===== config.mk =====
export PLATFORM = sky130hd
export DESIGN_NAME = ws2812_rx_decoder
export DESIGN_NICKNAME = d
export VERILOG_FILES = /design/src/rtl/ws2812_rx_decoder.sv
export SDC_FILE = /design/constraint.sdc
export NUM_CORES = 1
export LEC_CHECK = 0
export CAP_MARGIN = 20
export CELL_PAD_IN_SITES_DETAIL_PLACEMENT = 0
export CELL_PAD_IN_SITES_GLOBAL_PLACEMENT = 1
export CORE_UTILIZATION = 40
export CTS_CLUSTER_SIZE = 14
export DETAILED_ROUTE_END_ITERATION = 16
export GPL_ROUTABILITY_DRIVEN = 1
export PLACE_DENSITY = 0.86
export SYNTH_ARGS = -nofsm -noshare
export SYNTH_HDL_FRONTEND = slang
export SYNTH_SLANG_ARGS = --single-unit

===== constraint.sdc =====
create_clock -name clk -period 1.9 [get_ports clk]
set_clock_uncertainty 0.05 [all_clocks]
set_input_delay 0.57 -clock clk [delete_from_list [all_inputs] [get_ports clk]]
set_output_delay 0.57 -clock clk [all_outputs]
set_load 0.005 [all_outputs]

===== src/rtl/ws2812_rx_decoder.sv =====
`default_nettype none
// +----------------------------------------------------------------------------+
// | ws2812_rx_decoder: WS2812 single-wire receiver. Recovers bits from the      |
// | high-pulse width, assembles GRB pixels and detects the latch gap.           |
// | Optional macro WS2812_FWD_EN adds chain forwarding on dout.                 |
// | Revision: 1.0                                                               |
// +----------------------------------------------------------------------------+
module ws2812_rx_decoder #(
  parameter int NUM_LEDS  = 16,
  parameter int T_MIN     = 12,
  parameter int T_THRESH  = 75,
  parameter int T_MAXHIGH = 200,
  parameter int T_RESET   = 6250,
  parameter int IDX_W     = $clog2(NUM_LEDS)
) (
  input  logic             clk,
  input  logic             rst_n,
  input  logic             din,
  output logic [23:0]      pix_data,
  output logic [IDX_W-1:0] pix_idx,
  output logic             pix_valid,
  output logic             frame_done,
  output logic [IDX_W:0]   pix_count,
  output logic             err,
  output logic             dout
);

  localparam int CNT_W = $clog2(T_RESET + 1);
  localparam logic [CNT_W-1:0] CNT_SAT   = CNT_W'(T_RESET);
  localparam logic [CNT_W-1:0] GAP_LAST  = CNT_W'(T_RESET - 1);
  localparam logic [CNT_W-1:0] MIN_W     = CNT_W'(T_MIN);
  localparam logic [CNT_W-1:0] THRESH_W  = CNT_W'(T_THRESH);
  localparam logic [CNT_W-1:0] MAXHIGH_W = CNT_W'(T_MAXHIGH);
  localparam logic [IDX_W:0]   PX_LIMIT  = (IDX_W + 1)'(NUM_LEDS);

  typedef enum logic [2:0] {
    SYNC = 3'd0,
    IDLE = 3'd1,
    HIGH = 3'd2,
    LOW  = 3'd3,
    DROP = 3'd4
  } state_t;

  state_t            state_q, state_d;
  logic              din_meta_q, din_meta_d;
  logic              din_sync_q, din_sync_d;
  logic              din_prev_q, din_prev_d;
  logic [CNT_W-1:0]  high_cnt_q, high_cnt_d;
  logic [CNT_W-1:0]  low_cnt_q, low_cnt_d;
  logic [4:0]        bit_cnt_q, bit_cnt_d;
  logic [IDX_W:0]    px_cnt_q, px_cnt_d;
  logic [23:0]       shift_q, shift_d;
  logic [23:0]       pix_data_q, pix_data_d;
  logic [IDX_W-1:0]  pix_idx_q, pix_idx_d;
  logic [IDX_W:0]    pix_count_q, pix_count_d;
  logic              pix_valid_q, pix_valid_d;
  logic              frame_done_q, frame_done_d;
  logic              err_q, err_d;
`ifdef WS2812_FWD_EN
  logic              fwd_active_q, fwd_active_d;
  logic              dout_q, dout_d;
`endif

  logic        rise, fall, gap, bit_val;
  logic [23:0] shifted;

  assign rise    = din_sync_q & ~din_prev_q;
  assign fall    = ~din_sync_q & din_prev_q;
  // gap is true on the T_RESET-th consecutive low cycle
  assign gap     = ~din_sync_q && (low_cnt_q >= GAP_LAST);
  assign bit_val = (high_cnt_q >= THRESH_W);
  assign shifted = {shift_q[22:0], bit_val};

  always_comb begin
    din_meta_d   = din;
    din_sync_d   = din_meta_q;
    din_prev_d   = din_sync_q;
    state_d      = state_q;
    high_cnt_d   = high_cnt_q;
    bit_cnt_d    = bit_cnt_q;
    px_cnt_d     = px_cnt_q;
    shift_d      = shift_q;
    pix_data_d   = pix_data_q;
    pix_idx_d    = pix_idx_q;
    pix_count_d  = pix_count_q;
    pix_valid_d  = 1'b0;
    frame_done_d = 1'b0;
    err_d        = 1'b0;
`ifdef WS2812_FWD_EN
    fwd_active_d = fwd_active_q;
`endif
    if (din_sync_q)                low_cnt_d = '0;
    else if (low_cnt_q == CNT_SAT) low_cnt_d = low_cnt_q;
    else                           low_cnt_d = low_cnt_q + 1'b1;

    case (state_q)
      SYNC: if (gap) state_d = IDLE;
      IDLE: begin
        if (rise) begin
          high_cnt_d = CNT_W'(1);  // the rising-edge cycle is the first high cycle
          state_d    = HIGH;
        end
      end
      HIGH: begin
        if (fall) begin
          if (high_cnt_q < MIN_W) begin
            err_d   = 1'b1;
            state_d = DROP;
          end else begin
            shift_d = shifted;
            state_d = LOW;
            if (bit_cnt_q == 5'd23) begin
              bit_cnt_d = '0;
              px_cnt_d  = (px_cnt_q == '1) ? px_cnt_q : px_cnt_q + 1'b1;
              if (px_cnt_q < PX_LIMIT) begin
                pix_valid_d = 1'b1;
                pix_data_d  = shifted;
                pix_idx_d   = px_cnt_q[IDX_W-1:0];
              end
`ifdef WS2812_FWD_EN
              if (px_cnt_q == '0) fwd_active_d = 1'b1;
`endif
            end else begin
              bit_cnt_d = bit_cnt_q + 5'd1;
            end
          end
        end else begin
          high_cnt_d = (high_cnt_q == CNT_SAT) ? high_cnt_q : high_cnt_q + 1'b1;
          if (high_cnt_q >= MAXHIGH_W) begin
            err_d   = 1'b1;
            state_d = DROP;
          end
        end
      end
      LOW: begin
        if (rise) begin
          high_cnt_d = CNT_W'(1);
          state_d    = HIGH;
        end else if (gap) begin
          frame_done_d = 1'b1;
          pix_count_d  = px_cnt_q;
          err_d        = (bit_cnt_q != 5'd0);
          px_cnt_d     = '0;
          bit_cnt_d    = '0;
          state_d      = IDLE;
`ifdef WS2812_FWD_EN
          fwd_active_d = 1'b0;
`endif
        end
      end
      DROP: begin
`ifdef WS2812_FWD_EN
        fwd_active_d = 1'b0;
`endif
        if (gap) begin
          px_cnt_d  = '0;
          bit_cnt_d = '0;
          state_d   = IDLE;
        end
      end
      default: state_d = SYNC;
    endcase
`ifdef WS2812_FWD_EN
    dout_d = din_sync_q & fwd_active_q;
`endif
  end

  always_ff @(posedge clk or negedge rst_n) begin
    if (!rst_n) begin
      state_q      <= SYNC;
      din_meta_q   <= 1'b0;
      din_sync_q   <= 1'b0;
      din_prev_q   <= 1'b0;
      high_cnt_q   <= '0;
      low_cnt_q    <= '0;
      bit_cnt_q    <= '0;
      px_cnt_q     <= '0;
      shift_q      <= '0;
      pix_data_q   <= '0;
      pix_idx_q    <= '0;
      pix_count_q  <= '0;
      pix_valid_q  <= 1'b0;
      frame_done_q <= 1'b0;
      err_q        <= 1'b0;
`ifdef WS2812_FWD_EN
      fwd_active_q <= 1'b0;
      dout_q       <= 1'b0;
`endif
    end else begin
      state_q      <= state_d;
      din_meta_q   <= din_meta_d;
      din_sync_q   <= din_sync_d;
      din_prev_q   <= din_prev_d;
      high_cnt_q   <= high_cnt_d;
      low_cnt_q    <= low_cnt_d;
      bit_cnt_q    <= bit_cnt_d;
      px_cnt_q     <= px_cnt_d;
      shift_q      <= shift_d;
      pix_data_q   <= pix_data_d;
      pix_idx_q    <= pix_idx_d;
      pix_count_q  <= pix_count_d;
      pix_valid_q  <= pix_valid_d;
      frame_done_q <= frame_done_d;
      err_q        <= err_d;
`ifdef WS2812_FWD_EN
      fwd_active_q <= fwd_active_d;
      dout_q       <= dout_d;
`endif
    end
  end

  assign pix_data   = pix_data_q;
  assign pix_idx    = pix_idx_q;
  assign pix_valid  = pix_valid_q;
  assign frame_done = frame_done_q;
  assign pix_count  = pix_count_q;
  assign err        = err_q;
`ifdef WS2812_FWD_EN
  assign dout       = dout_q;
`else
  assign dout       = 1'b0;
`endif

endmodule
`default_nettype wire


## Yosys cells after proc, flatten, opt, wreduce, memory -nomap -nowiden

Cells that the tools add are included.

- Bitwise logic cells: 6
- Eq/ne operators: 19
- Multipliers: 0
- Reduce and logical (&&, ||, !) cells: 14
- Div/mod/pow operators: 0
- Shift operators: 0
- $add $sub $neg: 4
- Magnitude comparators: 5
- Muxes and demuxes: 40

Operators with widths:

| kind | number |
|---|---|
| two-way mux 13 bit | 5 |
| two-way mux 5 bit | 11 |
| one-hot mux 5 bit (3 select lines) | 2 |
| adder 13 x 1 -> 13 bit, second input constant | 2 |
| equality test 13 bit, second input constant | 2 |
| one-hot mux 13 bit (2 select lines) | 1 |
| two-way mux 3 bit | 6 |
| != test 2 bit, second input constant | 9 |
| greater-or-equal comparator 13 bit, second input constant | 1 |
| greater-or-equal comparator 13 x 7 -> 1 bit, second input constant | 1 |
| greater-or-equal comparator 13 x 8 -> 1 bit, second input constant | 1 |
| < comparator 13 x 4 -> 1 bit, second input constant | 1 |
| two-way mux 1 bit | 13 |
| one-hot mux 3 bit (4 select lines) | 1 |
| adder 5 x 1 -> 5 bit, second input constant | 2 |
| equality test 5 bit, second input constant | 2 |
| AND reduction 4 bit | 2 |
| equality test 3 x 2 -> 1 bit, second input constant | 2 |
| AND reduction 3 bit | 2 |
| AND reduction 6 bit | 1 |
| < comparator 5 bit, second input constant | 1 |
| AND reduction 5 bit | 1 |
| nonzero test 5 bit | 1 |
| NOT 1 bit | 4 |
| other kinds (12) | 14 |

- Memory bits (writable): 0
- Memory bits (read-only): 0
- Word-level logic and storage cells: 103
- Register bits: 101
- Latch bits: 0
- Memories kept: 0

## Depth between registers and ports, before layout

- Word-level depth: 6
- Depth in mapped cells: 8
- Gate-level depth less buffers: 7

## Least setup slack after synthesis

OpenSTA, ideal clock, no wires.

- Kind: reg2reg
- Start: register din_sync_q, in the netlist din_prev_d
- End: register pix_data_q[17], in the netlist pix_data[17]
- Slack: -0.120 ns
- Cell stages (with the launch flop): 8
- Path buffers: 3
- Period minus slack after synthesis: 2.020 ns
- Required time: 1.725 ns
- Data arrival time: 1.845 ns
- Path through: dfrtp_1 -> buf_2 -> nor2b_4 -> nand2_1 -> or4_4 -> buf_6 -> buf_6 -> mux2_4

- Longest elaborated chain between the ends: 3

RTL lines:

| element | line | RTL |
|---|---|---|
| start, declared | 46 | `logic din_sync_q, din_sync_d;` |
| start signal, assigned | 192 | `din_sync_q <= din_sync_d;` |
| NOT 1 bit | 68 | `assign fall = ~din_sync_q & din_prev_q;` |
| AND 1 bit | 68 |  |
| AND reduction 5 bit (no source line) | - |  |
| end signal, assigned | 199 | `pix_data_q <= pix_data_d;` |
| end, declared | 53 | `logic [23:0] pix_data_q, pix_data_d;` |

No other way between the ends.
A chain may end at the register's enable or synchronous reset.

## Worst setup path in the final report

- Start: register state_q[2]
- End: register high_cnt_q[11]

- Longest elaborated chain between the ends: 4
- Elaborated cells on any way between the ends: 10
- Classes of those cells: eq/ne: 6; mux: 1; reduce/logical: 3

RTL lines:

| element | line | RTL |
|---|---|---|
| start, declared | 44 | `state_t state_q, state_d;` |
| start signal, assigned | 190 | `state_q <= state_d;` |
| equality test 3 x 2 -> 1 bit or equality test 3 x 1 -> 1 bit (tied branches) | 96 | `case (state_q)` |
| OR reduction 2 bit (no source line) | - |  |
| != test 2 x 1 -> 1 bit (no source line) or nonzero test 2 bit (tied branches) | - |  |
| AND reduction 4 bit (no source line) | - |  |
| end signal, assigned | 194 | `high_cnt_q <= high_cnt_d;` |
| end, declared | 48 | `logic [CNT_W-1:0] high_cnt_q, high_cnt_d;` |

Several ways; a longest one is shown, not always the timed one.

==> impl_results.md <==
- Outcome: finished, violations left
- Failing checks: setup timing
- Hold-fix buffers at CTS: 0
- FMAX: 522 MHz
- Pins Over Slew Limit: 0
- CTS buffer count: 9
- Vias in the first global route: 3680
- WL final: 10200 um
- Final worst slack: -0.0158 ns
- Synthesized cell area: 4630 um2
- Initial DRC count: 228
- GRT Total Usage: 18.6%
- Ys async rst share: 100%
- Worst r2r src: state_q[2]$_DFFE_PN0P_
- CTS tree: built
- Library cells used by synthesis: 56
- Hold Crit Class: input port to async pin
- I/O Buffers: 38
- Setup TNS Final: -0.0435 ns
- Clock buffer depth: 2
- CTS H-tree lvls: 3
- Most frequent cells in the layout: dfrtp_1 (101), nand2_1 (88), buf_4 (79)
- Endpoints failing hold: 0
- RSZ-0062 raised after global routing: true
- Most common cell after layout, fill and taps aside: dfrtp_1
- Die area: 12000 um2
- Std cell rows: 38
- Starting Density: 41.8%
- MaxCap Viol Count: 0
- EDFF count, synth: 0
- Place WS: -0.161 ns
- Fin crit share: 101%
- Final GP Congestion: 0.873
- Worst skew pair latency: 0.35 ns
- Root buffer cell: clkbuf_16
- WP data arrival: 2.13 ns
- CP max FO: 3
- Final ANT Viol Nets: 0
- Chip width: 110 um
- Primary FF master, synth: dfrtp_1
- Via density: 5.21
- Clk sinks: 101
- Vias post-DR: 3665
- Area grow syn2layout: 35.6%
- Die height: 110 um
- Worst EP required: 2.11 ns
- Layout Utilization: 56.7%
- Final setup fails: 6
- DRT Pass-1 Iters: 5
- Tot Pwr: 0.00397 W
- Cells after Synth: 440
- Global-route wire length before repair: 17200 um
- # IOs: 40
- Largest net degree at the start of global routing: 28
- Core area: 11100 um2
- Yosys Warn Count: 0
- Crit Path Class: register to register
- Power density over the cells: 632 nW/um2
- Synth Register Bits: 101
- Post-route minimum period: 1.92 ns
- Syn_nets: 452
- Share of layout cells above drive strength 1: 31.4%
- Mapped Avg Cell Area: 10.5 um2
- Leakage power: 3.05 nW
- CP Launch Type: register
- Nets@finish: 571
- VDD IR max: 357 uV
- Post-synthesis sequential area ratio: 54.5%
- DRC: 0
- CP Capture Type: register
- Global route overflow: 0
- Ant. Diodes: 0
- CP Launch Point: state_q[2]$_DFFE_PN0P_
- Initial antenna violation count: 0
- DP HPWL: 7370 um
- Avg WL per Cell: 14.5 um
- Worst-path clk slew: 0.07 ns
==> flip-flops by register name (all words and copies together) (netlist names), 3 cells and up <==
register / flops
bit_cnt_q: 5
high_cnt_q: 13
low_cnt_q: 13
pix_count: 5
pix_data: 24
pix_idx: 4
px_cnt_q: 5
shift_q: 23
state_q: 3
==> cell usage after synthesis, types with 4 or more instances <==
cell type  number  area (um2)
nor4_1          4        25.0
a21oi_1        16        80.1
ha_1            9         113
o21ai_0        10        50.1
mux2_2         25         282
mux2_4          8         120
clkbuf_1        6        22.5
and2_1          6        37.5
dfrtp_1       101        2530
nor3_1          5        25.0
or3_1          10        62.6
buf_2           5        25.0
xor2_1         10        87.6
nand2b_1        4        25.0
nand2_1        90         338
nand3_1        20         100
nand4_1         6        37.5
and3_1          5        31.3
nor2_1         32         120
inv_1          12        45.0
==> power by group <==
| part | total, W | internal [W] | switching, W |
|---|---|---|---|
| logic | 0.000120 | 0.0000442 | 0.0000754 |
| registers | 0.00216 | 0.00216 | 0.00000677 |
| clock network | 0.00169 | 0.000894 | 0.000793 |
==> critical path: stages (launching register included) <==
cell and delay [ns]:
dfrtp_1 0.43, or3b_4 0.43, nor2_4 0.14, buf_4 0.14, o211ai_1 0.13, or3_1 0.34, a21oi_1 0.17
==> worst paths after layout <==
path	to	slack, ns	cells past startpoint
worst min register to register	din_prev_d$_DFF_PN0_	0.31	0
worst max register to register	high_cnt_q[11]$_DFFE_PN0P_	-0.02	6
min in group clk	din_prev_d$_DFF_PN0_	0.31	0
max in group asynchronous	pix_count[1]$_DFFE_PN0P_	1.11	2
worst max-delay path	high_cnt_q[11]$_DFFE_PN0P_	-0.02	6
worst min-delay path	pix_data[14]$_DFFE_PN0P_	0.08	1
==> logic make-up (layout without fill, tap and decap cells) <==
| family | Yosys count | count (layout) | synth area share [%] |
|---|---|---|---|
| adders and majority gates | 9 | 9 | 2.43 |
| other | 1 | 1 | 0.0809 |
| xor gates and xnor gates | 13 | 13 | 2.46 |
| muxes | 36 | 36 | 9.31 |
| buffers and inverters | 27 | 151 | 2.73 |
| and+or+nand+nor | 200 | 200 | 20.8 |
| AOI/OAI and AO/OA | 53 | 53 | 7.69 |
| DFF | 101 | 101 | 54.5 |
==> layout make-up <==
| cell class | instances | area, um2 |
|---|---|---|
| Tap cell | 140 | 175 |
| Fill cell | 927 | 4790 |
| Inverter | 12 | 45.0 |
| Clock inverter | 5 | 36.3 |
| Timing Repair Buffer | 123 | 1080 |
| Clock buffer | 11 | 233 |
| Sequential cell | 101 | 2530 |
| Multi-Input combinational cell | 312 | 2190 |
==> per-stage QoR <==
step	cell area, um2	hold slack [ns]	std cells
after global placement	5720	0.288	675
after global routing	6280	0.0915	704
after floorplan	4680	0.224	440
after detailed placement	5720	0.300	675
final	6280	0.0813	704
after CTS	6060	0.0867	696
==> layer usage <==
metal,up-vias,routed length [um],global-route usage [%]
li1,1761,-,-
met1,1805,4480,22.4
met2,79,5240,32.5
met3,20,334,3.20
met4,0,171,7.90
met5,-,0,0
==> what timing repair did <==
action,in CTS,in global routing
setup endpoints to repair,52,57
gates cloned,0,0
pin swaps,8,15
resized for setup,9,37
setup buffers,5,9
No activity file was read; power rests on OpenSTA's default activity.
